==> src/rtl/ascii_num_parser.sv <==
// ascii_num_parser: turns a stream of ASCII hex characters into NUM_W-bit values.
// A field is a run of hex digits ended by '_' (separator) or CR (end of frame).
// Each value goes out through a single-entry valid/ready output register.
// Optional build macro: ASCII_NUM_LOWERCASE_EN also accepts 'a'-'f' as digits.
module ascii_num_parser #(
    parameter int DATA_W     = 8,
    parameter int MAX_DIGITS = 4,
    parameter int NUM_W      = 16
) (
    input  logic              clk,
    input  logic              rst,
    input  logic              in_valid,
    input  logic [DATA_W-1:0] in_data,
    output logic              in_ready,
    output logic              out_valid,
    input  logic              out_ready,
    output logic [NUM_W-1:0]  out_num,
    output logic              out_last,
    output logic              frame_done,
    output logic              err
);

    localparam int CNT_W = $clog2(MAX_DIGITS + 1);

    typedef enum logic [1:0] {IDLE, ACCUM, DISCARD} state_t;

    // Each digit fills exactly one nibble of the output value.
    generate
        if (NUM_W != 4 * MAX_DIGITS) begin : g_bad_width
            $error("ascii_num_parser: NUM_W must equal 4*MAX_DIGITS");
        end
    endgenerate

    state_t             state_reg, state_next;
    logic [NUM_W-1:0]   acc_reg, acc_next;
    logic [CNT_W-1:0]   cnt_reg, cnt_next;
    logic               out_valid_reg, out_valid_next;
    logic [NUM_W-1:0]   out_num_reg, out_num_next;
    logic               out_last_reg, out_last_next;
    logic               frame_done_reg, frame_done_next;
    logic               err_reg, err_next;

    logic               is_digit, is_sep, is_eol;
    logic [3:0]         nibble;
    logic               accept;

    // A full, unaccepted output register stalls the input; nothing is taken during reset.
    assign in_ready   = !rst && !(out_valid_reg && !out_ready);
    assign accept     = in_valid && in_ready;

    assign out_valid  = out_valid_reg;
    assign out_num    = out_num_reg;
    assign out_last   = out_last_reg;
    assign frame_done = frame_done_reg;
    assign err        = err_reg;

    // Classify the incoming character and extract its nibble value.
    always_comb begin
        is_digit = 1'b0;
        is_sep   = 1'b0;
        is_eol   = 1'b0;
        nibble   = 4'h0;
        if (in_data >= DATA_W'(8'h30) && in_data <= DATA_W'(8'h39)) begin
            is_digit = 1'b1;
            nibble   = 4'(in_data - DATA_W'(8'h30));
        end else if (in_data >= DATA_W'(8'h41) && in_data <= DATA_W'(8'h46)) begin
            is_digit = 1'b1;
            nibble   = 4'(in_data - DATA_W'(8'h37));
`ifdef ASCII_NUM_LOWERCASE_EN
        end else if (in_data >= DATA_W'(8'h61) && in_data <= DATA_W'(8'h66)) begin
            is_digit = 1'b1;
            nibble   = 4'(in_data - DATA_W'(8'h57));
`endif
        end else if (in_data == DATA_W'(8'h5F)) begin
            is_sep = 1'b1;
        end else if (in_data == DATA_W'(8'h0D)) begin
            is_eol = 1'b1;
        end
    end

    // Next-state, accumulator, output register and pulse logic.
    always_comb begin
        state_next      = state_reg;
        acc_next        = acc_reg;
        cnt_next        = cnt_reg;
        out_valid_next  = out_valid_reg;
        out_num_next    = out_num_reg;
        out_last_next   = out_last_reg;
        frame_done_next = 1'b0;
        err_next        = 1'b0;

        // Consumer took the current value; may be overridden by a back-to-back load.
        if (out_valid_reg && out_ready) begin
            out_valid_next = 1'b0;
        end

        if (accept) begin
            // CR always ends the frame, whatever the field state.
            frame_done_next = is_eol;
            unique case (state_reg)
                IDLE: begin
                    if (is_digit) begin
                        acc_next   = NUM_W'(nibble);
                        cnt_next   = CNT_W'(1);
                        state_next = ACCUM;
                    end else if (!is_sep && !is_eol) begin
                        err_next   = 1'b1;
                        state_next = DISCARD;
                    end
                end
                ACCUM: begin
                    if (is_digit) begin
                        if (cnt_reg == CNT_W'(MAX_DIGITS)) begin
                            err_next   = 1'b1;
                            state_next = DISCARD;
                        end else begin
                            acc_next = {acc_reg[NUM_W-5:0], nibble};
                            cnt_next = cnt_reg + CNT_W'(1);
                        end
                    end else if (is_sep || is_eol) begin
                        out_valid_next = 1'b1;
                        out_num_next   = acc_reg;
                        out_last_next  = is_eol;
                        acc_next       = '0;
                        cnt_next       = '0;
                        state_next     = IDLE;
                    end else begin
                        err_next   = 1'b1;
                        state_next = DISCARD;
                    end
                end
                DISCARD: begin
                    if (is_sep || is_eol) begin
                        acc_next   = '0;
                        cnt_next   = '0;
                        state_next = IDLE;
                    end
                end
                default: begin
                    state_next = IDLE;
                end
            endcase
        end
    end

    // State and output registers with synchronous reset.
    always_ff @(posedge clk) begin
        if (rst) begin
            state_reg      <= IDLE;
            acc_reg        <= '0;
            cnt_reg        <= '0;
            out_valid_reg  <= 1'b0;
            out_num_reg    <= '0;
            out_last_reg   <= 1'b0;
            frame_done_reg <= 1'b0;
            err_reg        <= 1'b0;
        end else begin
            state_reg      <= state_next;
            acc_reg        <= acc_next;
            cnt_reg        <= cnt_next;
            out_valid_reg  <= out_valid_next;
            out_num_reg    <= out_num_next;
            out_last_reg   <= out_last_next;
            frame_done_reg <= frame_done_next;
            err_reg        <= err_next;
        end
    end

endmodule

==> config.mk <==
export PLATFORM = sky130hd
export DESIGN_NAME = ascii_num_parser
export DESIGN_NICKNAME = d
export VERILOG_FILES = /design/src/rtl/ascii_num_parser.sv
export SDC_FILE = /design/constraint.sdc
export NUM_CORES = 1
export LEC_CHECK = 0
export CORE_MARGIN = 5
export CORE_UTILIZATION = 45
export CTS_CLUSTER_SIZE = 10
export DETAILED_ROUTE_END_ITERATION = 6
export GPL_TIMING_DRIVEN = 0
export PLACE_DENSITY = 0.67
export SYNTH_ARGS = -nofsm -noshare
export SYNTH_HDL_FRONTEND = slang
export SYNTH_SLANG_ARGS = --single-unit
==> constraint.sdc <==
create_clock -name clk -period 3 [get_ports clk]
set_clock_uncertainty 0.15 [all_clocks]
set_input_delay 0.6 -clock clk [delete_from_list [all_inputs] [get_ports clk]]
set_output_delay 0.6 -clock clk [all_outputs]
set_load 0.1 [all_outputs]
# Yosys cells after proc, flatten, opt, wreduce, memory -nomap -nowiden

Cells that the tools add are included.

Reduce and logical (&&, ||, !) cells: 19
Equality and inequality tests: 10
$lt $le $gt $ge: 4
Bitwise operators: 2
Add/sub/neg operators: 3
Multiplexer cells: 39

Operator list:

| operator                                                       | count |
|---|---|
| 2-to-1 mux 16 bit                                              | 4 |
| one-hot mux 16 bit (3 select lines)                            | 1 |
| 2-to-1 mux 1 bit                                               | 19 |
| 2-to-1 mux 2 bit                                               | 6 |
| 2-to-1 mux 3 bit                                               | 4 |
| AND reduction 4 bit                                            | 3 |
| != test 3 bit, second input constant                           | 3 |
| one-hot mux 3 bit (3 select lines)                             | 1 |
| equality test 8 x 4 -> 1 bit, second input constant            | 1 |
| equality test 8 x 7 -> 1 bit, second input constant            | 1 |
| >= comparator 8 x 6 -> 1 bit, second input constant            | 1 |
| >= comparator 8 x 7 -> 1 bit, second input constant            | 1 |
| less-or-equal comparator 8 x 6 -> 1 bit, second input constant | 1 |
| less-or-equal comparator 8 x 7 -> 1 bit, second input constant | 1 |
| 2-to-1 mux 4 bit                                               | 2 |
| logical AND 1 bit                                              | 7 |
| one-hot mux 2 bit (3 select lines)                             | 1 |
| zero test 1 bit                                                | 5 |
| != test 2 bit, second input constant                           | 2 |
| subtractor 4 x 1 -> 4 bit, second input constant               | 1 |
| subtractor 4 x 3 -> 4 bit, second input constant               | 1 |
| adder 3 x 1 -> 3 bit, second input constant                    | 1 |
| equality test 3 bit, second input constant                     | 1 |
| nonzero test 3 bit                                             | 1 |
| other kinds (7)                                                | 8 |

Register bits: 41
Output and inout bits: 21
Logic and storage cells: 85

# Longest topological paths before layout

Gate-level depths: netlist of run 1.

Word-level depth: 10
Depth in mapped cells: 9
Depth with buffers taken out: 7

# Worst setup path after synthesis of run 1

Ideal clock, no wire load.

Path kind: reg2out
Start: register out_valid_reg (netlist: out_valid)
End: output in_ready
Path slack: -0.100 ns
Stages on the path, launching flop included: 3
Buffers on the path: 0
Arrival time: 2.350 ns
Required time: 2.250 ns
Path through: dfxtp_1 and2b_1 nor2_1

Cells in the longest elaborated chain, start to end: 3

RTL lines:

| what                     | line | text |
|---|---|---|
| start: declaration       | 37   | `logic out_valid_reg, out_valid_next;` |
| start signal: assignment | 161  | `out_valid_reg <= out_valid_next;` |
| logical AND 1 bit        | 48   | `assign in_ready = !rst && !(out_valid_reg && !out_ready);` |
| zero test 1 bit          | 48   |  |
| logical AND 1 bit        | 48   |  |
| end: declaration         | 14   | `output logic in_ready,` |

No other way between the ends.

# Worst setup path after layout of run 1

Start: input in_data[1]
End: register cnt_reg[2]

Cells in the longest elaborated chain, start to end: 9

RTL lines:

| what                                                                                 | line | text |
|---|---|---|
| start: declaration                                                                   | 13   | `input logic [DATA_W-1:0] in_data,` |
| parallel branches: the longest is 9 deep, another holds >= comparator 8 x 7 -> 1 bit | --   |  |
| end signal: assignment                                                               | 160  | `cnt_reg <= cnt_next;` |
| end: declaration                                                                     | 36   | `logic [CNT_W-1:0] cnt_reg, cnt_next;` |

Several ways; the timed one is not identified.
A chain may end at the register's enable or synchronous reset.

==> results list, run 1 <==
- For this configuration, the core starts out at a cell density of 46.7%.
- Iteration-0 DRC count of the detailed router: 120
- Measured along the y axis, the die boundary spans 80.5 µm.
- In the final design database the tool counted 320 nets.
* Number of max-cap violations: 0
- Antenna violations before repair: 0
* Placed wire-length estimate after detailed placement: 4350 µm
- After detailed routing, the number of remaining DRC violations is 0.
* Count of yosys warnings during synthesis: 0
- The setup path with the least slack is of type in -> reg.
- IR analysis of the VDD net gives a maximum drop of 0.000244 V.
* Clock tree from TritonCTS: built
* Min Hold Slack: 0.304 ns
* Level count of the clock H-tree: 2
- Slew at the pin closest to its max-slew limit: 0.975 ns
- Final sum of negative setup slack: 0 ns
- Power after layout: 1.05 mW
- Global routing used 27.3% of the available met1 tracks.
* Count of endpoints failing setup in the final report: 0
- The repair_antennas step left the layout with diodes totalling 0.
* Unique cell type count in the Yosys netlist: 59
- Met3 global-route usage: 3.36%
- The max-slew violation count was 0.
- The first global-routing pass estimated 9860 µm of wire.
- STA puts the critical path data required time at 3.03 ns.
* Most used cells in the layout excluding fill and tap cells: nand2_1 (47), dfxtp_1 (41), clkdlybuf4s50_1 (30)
- Per report_power, the clock group accounts for 36.0% of the total.
* Clock transition at the registers of the reported paths: 0.08 ns
- Core outline area: 0.00479 mm²
- Net switching fraction of the power: 26.1%
- Proportion of synthesized chip area in sequential cells: 36.7%
* Met2 Track Usage GR: 31.2%
- Placer congestion estimate: 0.902
- After synthesis the netlist holds a flip-flop and latch count of 41.
- Counting flops with an async set or reset pin after synthesis yields a share of 0%.
* Cell-internal power: 0.779 mW
- Critical Path Sink Type: flip-flop
* Worst-skew pair later-pin latency: 0.29 ns
- Dividing total power by cell area gives a power density of 378 mW/mm².
* Worst-case clock buffer depth: 2
- The count of nets left with antenna violations once routing finished came out at 0.
- Maximum fanout encountered on the critical timing path: 7
* Number of instances in the synthesized netlist: 257
* Nets in the synthesized netlist: 278
* Final period demand of the worst path: 2.91 ns
- In this run the power spent charging and discharging nets is 0.275 mW.
- Of the available clock period, the critical path in the final layout requires 97.0%.
- The floorplan step set the die width to 80.5 µm.
* TritonCTS sink count: 41
* Grt peak-use layer: met2
- At the worst endpoint, the arrival time is 2.94 ns.
- The via count of the first global-routing pass is 1950.
* Combinational cell fraction of total power: 11.9%
* Boundary Pins: 33
- Across all layers, the routed design uses 2089 vias.
* Fmax achieved: 0.344 GHz
* Post-synth EDFFs: 0
* Most common cell after layout, fill and taps aside: nand2_1
- Across every metal layer, demand over resource in global routing totals 19.4%.
* Residual overflow from global routing: 0
* Count of TritonRoute iterations in the first routing pass: 4
- Ranked by total cell area, the synthesized netlist is headed by dfxtp_1 (37%), nand2_1 (7.9%), ha_1 (5.0%), a21oi_1 (4.9%), nand4_1 (3.6%).
- Vias/cell: 5.69
- Post-DR wirelength/cell: 15.6 µm
* Die outline area: 0.00648 mm²
- The cell area that synthesis handed to floorplanning was 0.00224 mm².
- Final wirelength: 5740 µm
* Leakage power of the design: 1.00 nW
* Proportion of layout cells with a drive suffix above 1: 14.7%
* FP Rows: 25
- The area growth from synthesis to layout is 24.8%.
- In this run the tightest slew margin relative to its limit is 34.8%.
- Critical path startpoint category: input port
- Outcome: completed
- The count of buffers added on input and output ports is 31.
- Prior to clock tree synthesis, the placed netlist has a worst setup slack of -0.336 ns.
- The share of total power dissipated in sequential elements is 52.1%.
- Library cell with the largest summed area after synthesis: dfxtp_1
- Clock tree synthesis selected as its root buffer the cell clkbuf_8.
* Proportion of netlist area held by the largest area contributor: 36.7%
- Class of the most critical hold timing path: reg -> reg
- Synthesized area divided by synthesized cell count: 8.70 µm²
* Hold violation total from the final report: 0
* Pin count of the biggest net entering global routing: 14
* CTS Buf Count: 5
* Most used flip-flop cell after synthesis: dfxtp_1
* Smallest setup slack after layout: 0.0906 ns
through the flow:
stage / instance area (µm²) / util, % / cells
2_1_floorplan: 2240 / - / 257
3_3_place_gp: 2630 / 55.0 / 355
3_5_place_dp: 2630 / 55.0 / 355
4_1_cts: 2750 / 57.4 / 365
5_1_grt: 2790 / 58.3 / 367
6_report: 2790 / 58.3 / 367
cell type report:
type	count	area [µm²]
fill	464	1990
multi-input combinational	190	1330
sequential	41	821
timing repair buffer	35	342
tap	67	83.8
clock buffer	6	82.6
buffer	13	72.6
inverter	13	48.8
clock inverter	2	13.8
timing repair:
action | CTS | global route
pin swaps | 0 | 3
setup endpoints to repair | 2 | 20
resized for setup | 3 | 7
buffers inserted | 2 | 2
hold buffers | 0 | 0
logic make-up after synthesis:
logic type,after synthesis,share of synthesized area (%)
and+or+nand+nor,98,23.9
AOI/OAI and AO/OA,81,28.2
DFF,41,36.7
buffers and inverters,26,5.37
adders and majority gates,9,5.03
xor gates and xnor gates,2,0.783
worst paths after layout:
path,from,to,slack (ns),depth (start not counted)
setup / recovery,in_data[1],cnt_reg[2]$_SDFFE_PP0P_,0.09,8
hold / removal,out_num[14]$_SDFFE_PP0P_,out_num[14]$_SDFFE_PP0P_,0.30,2
setup reg to reg,state_reg[1]$_SDFFE_PP0P_,cnt_reg[2]$_SDFFE_PP0P_,0.46,8
hold reg to reg,out_num[14]$_SDFFE_PP0P_,out_num[14]$_SDFFE_PP0P_,0.30,2
synthesized netlist by cell type (2+ instances only):
cell type	n
nor4_1	2
clkbuf_1	6
inv_1	12
a2bb2o_1	3
nand4_1	13
a21o_1	5
o211ai_1	4
nor3_1	2
and3_2	2
nor2_1	6
a31oi_1	2
o21ai_0	7
a21oi_1	22
a2bb2oi_1	4
nand3_1	9
a22oi_1	3
a32o_1	2
ha_1	9
dfxtp_1	41
o2111ai_1	8
xor2_1	2
o2bb2ai_1	2
and3_1	3
a22o_2	2
nand2_1	47
and4_1	2
nand2b_1	2
buf_6	2
buf_2	3
metal layers:
layer / routed length (µm) / vias to the layer above / part of all wire (%)
met2: 2670 / 36 / 47
met4: 68 / 0 / 1.2
met3: 175 / 10 / 3.0
met1: 2830 / 1004 / 49
li1: - / 1039 / -
met5: 0 / - / 0
power groups by stage:
stage          Combinational (mW)  Clock [mW]  Sequential (mW)
2_1_floorplan              0.0724           0            0.569
3_3_place_gp                0.122           0            0.562
3_5_place_dp                0.122           0            0.562
4_1_cts                     0.123       0.386            0.549
5_1_grt                     0.136       0.417            0.550
6_report                    0.126       0.379            0.549
worst max-delay path, cell delays in order:
cell and delay [ns]:
clkdlybuf4s50_1 0.50, inv_1 0.09, ha_1 0.24, or3b_1 0.41, nand4_1 0.22, o2111ai_2 0.21, a32o_2 0.36, a211o_1 0.32
(Power assumes the default switching activity.)
==> inputs of run 2 (changes only) <==
--- a/config.mk
+++ b/config.mk
@@ -6,11 +6,11 @@
 export NUM_CORES = 1
 export LEC_CHECK = 0
 export CORE_MARGIN = 5
-export CORE_UTILIZATION = 45
+export CORE_UTILIZATION = 35
 export CTS_CLUSTER_SIZE = 10
 export DETAILED_ROUTE_END_ITERATION = 6
 export GPL_TIMING_DRIVEN = 0
-export PLACE_DENSITY = 0.67
+export PLACE_DENSITY = 0.55
 export SYNTH_ARGS = -nofsm -noshare
 export SYNTH_HDL_FRONTEND = slang
 export SYNTH_SLANG_ARGS = --single-unit
==> constraint.sdc (replaced) <==
create_clock -name clk -period 3.1 [get_ports clk]
set_clock_uncertainty 0.15 [all_clocks]
set_input_delay 0.62 -clock clk [delete_from_list [all_inputs] [get_ports clk]]
set_output_delay 0.62 -clock clk [all_outputs]
set_load 0.1 [all_outputs]
==> results list, run 2 (synthesis gave the netlist of run 1 again) <==
* Outcome: completed
* Worst-skew pair later-pin latency: 0.30 ns (about the same)
- The maximum vdd ir drop is 0.000185 V (-24%).
* Placed Area: 0.00265 mm² (+0.47%)
* Number of cells on the worst reg-to-reg path: 8 (unchanged)
- STA classifies the critical path startpoint as an input port.
- The slew at the pin with the worst max-slew slack was 0.974 ns (-0.00183 ns).
- The buffer levels on the longest clock path came to 2 (unchanged).
* Hold violation total from the final report: 0 (unchanged)
* RSZ-0062 raised after global routing: no
* Antenna violations before repair: 0 (unchanged)
- The initial core utilization is 35.6% (-11 points).
* Vias/cell: 5.56 (-2.3%)
* Count of endpoints failing setup in the final report: 0 (unchanged)
- The fraction of layout cells with a size suffix above 1 was 13.7% (-1.0 points).
- The power per unit of standard cell area came to 361 mW/mm² (-4.4%).
- The vertical die dimension came to 90.0 µm (+12%).
- The largest net degree at the start of global routing is 14 (unchanged).
* Port bufs: 31 (unchanged)
* Count of inserted antenna diode cells: 0 (unchanged)
* Total global-route track usage: 15.3% (-4.1 points)
* Critical Path AT: 3.01 ns (+0.07 ns)
- Worst relative slew slack: 34.9% (+0.12 points)
- The wire length after detailed routing was 6200 µm (+8.0%).
- The overflow left after global routing is 0 (unchanged).
- The overall die width was 90.0 µm (+12%).
* Via count of the first global-routing pass: 2075 (+6.4%)
* Wire length of the first global-routing pass: 10400 µm (+5.3%)
* FP Rows: 29 (+16%)
- The HPWL reported at the end of detailed placement came to 4500 µm (+3.6%).
- Required time of the critical path: 3.13 ns (+0.10 ns)
* Number of max-cap violations: 0 (unchanged)
- The number of nets in the layout is 320 (unchanged).
- The number of DRC violations after detailed routing was 0 (unchanged).
- The number of H-tree levels is 2 (unchanged).
* Pre-CTS WS: -0.296 ns (+0.0399 ns)
- The final critical-path setup slack is 0.121 ns (+0.0303 ns).
* Most used cells in the layout excluding fill and tap cells: nand2_1 (47), dfxtp_1 (41), clkdlybuf4s50_1 (30)
- Count of TritonRoute iterations in the first routing pass: 4 (unchanged)
* Final period demand of the worst path: 2.98 ns
* Type of the setup path with the least slack: in -> reg
- Post-DR wirelength/cell: 16.4 µm (+5.1%)
* Placer congestion estimate: 0.836 (-7.3%)
* Min Hold Slack: 0.307 ns (+0.00329 ns)
- Power share of the sequential group: 53.2% (+1.1 points)
- In this run the clock root is driven by a clkbuf_8.
- Clock transition at the registers of the reported paths: 0.09 ns (about the same)
* Combinational cell fraction of total power: 12.3% (+0.4 points)
* NetSw: 0.271 mW (-1.5%)
* Fmax achieved: 0.336 GHz
* Critical Path Sink Type: flip-flop
* Class of the most critical hold timing path: reg -> reg
- Maximum fanout encountered on the critical timing path: 7 (unchanged)
- The DRC violation total after the first TritonRoute iteration is 171 (+43%).
- The final non-filler cell area was 0.00277 mm² (-0.81%).
- The library cell used most frequently in the layout, excluding fill and tap cells, is nand2_1.
- Hold depth: 2 (unchanged)
- Power after layout: 0.999 mW (-5.2%)
- The number of vias after detailed routing was 2097 (+0.38%).
* Area added between synthesis and finish: 23.8%
* Final Slew Violations: 0 (unchanged)
* TritonCTS sink count: 41 (unchanged)
- Number of nets still failing antenna checks after routing: 0 (unchanged)
- Cell-internal power: 0.728 mW (-6.5%)
* CTS Buf Count: 5 (unchanged)
* Clock tree from TritonCTS: built
* Core outline area: 0.00628 mm² (+31%)
- Portion of total power attributed to the clock network: 34.5% (-1.5 points)
* Boundary Pins: 33 (unchanged)
* Net switching fraction of the power: 27.1% (+1.0 points)
- Leakage power of the design: 0.990 nW (-1.1%)
* Share of the cycle needed by the critical path after routing: 96.1%
* Die outline area: 0.00809 mm² (+25%)
-- run 2: changes by cell type in the layout (fill, tap and decap cells not counted), sizes merged --
cell,before,now
clkinvlp,0,1
clkdlybuf4s15,1,0
-- run 2: area by class of cell --
cell class / count / area [µm²]
multi-input cells: 190 / 1310
clock inverters: 3 / 17.5
repair buffers: 35 / 335
clock buffers: 5 / 68.8
flip-flops and latches: 41 / 821
well taps: 77 / 96.3
plain buffers: 13 / 72.6
inverters: 13 / 48.8
fillers: 631 / 3510
-- run 2: timing repair --
| item | 4_1_cts | 5_1_grt |
|---|---|---|
| resized for setup | 2 | 5 |
| pin swaps | 0 | 2 |
| buffers inserted | 2 | 2 |
| setup endpoints to repair | 2 | 16 |
| hold buffers | 0 | 0 |
-- run 2: per-layer routing --
layer  part of all wire (%)  global-route usage [%]
met1                     49                    21.9
met2                     44                    22.6
met3                    5.5                    3.59
met4                    1.3                    4.96
met5                      0                       0
-- run 2: critical path, stage by stage --
cell and delay, ns:
clkdlybuf4s50_1 0.51, inv_1 0.08, ha_1 0.24, or3b_1 0.42, nand4_1 0.20, o2111ai_1 0.23
a32o_2 0.40, a211o_1 0.31
-- run 2: worst paths after layout --
path	from	end	slack [ns]
worst max-delay path	in_data[1]	cnt_reg[2]$_SDFFE_PP0P_	0.12
worst max register to register	state_reg[1]$_SDFFE_PP0P_	cnt_reg[0]$_SDFFE_PP0P_	0.52
worst min register to register	out_num[3]$_SDFFE_PP0P_	out_num[3]$_SDFFE_PP0P_	0.31
worst min-delay path	out_num[3]$_SDFFE_PP0P_	out_num[3]$_SDFFE_PP0P_	0.31
-- run 2: power groups by stage --
stage / clock (mW) / sequential, mW / combinational, mW
after detailed placement: 0 / 0.544 / 0.120
after CTS: 0.352 / 0.531 / 0.121
after global routing: 0.370 / 0.532 / 0.132
final: 0.345 / 0.532 / 0.122
after global placement: 0 / 0.544 / 0.120
after floorplan: 0 / 0.550 / 0.0701
-- run 2: metrics by stage --
stage / util (%) / setup TNS, ns / instances
finish: 44.1 / 0 / 377
CTS: 43.8 / 0 / 375
global placement: 42.2 / -3.77 / 365
global route: 44.1 / 0 / 377
detailed placement: 42.2 / -5.55 / 365
floorplan: - / 0 / 257
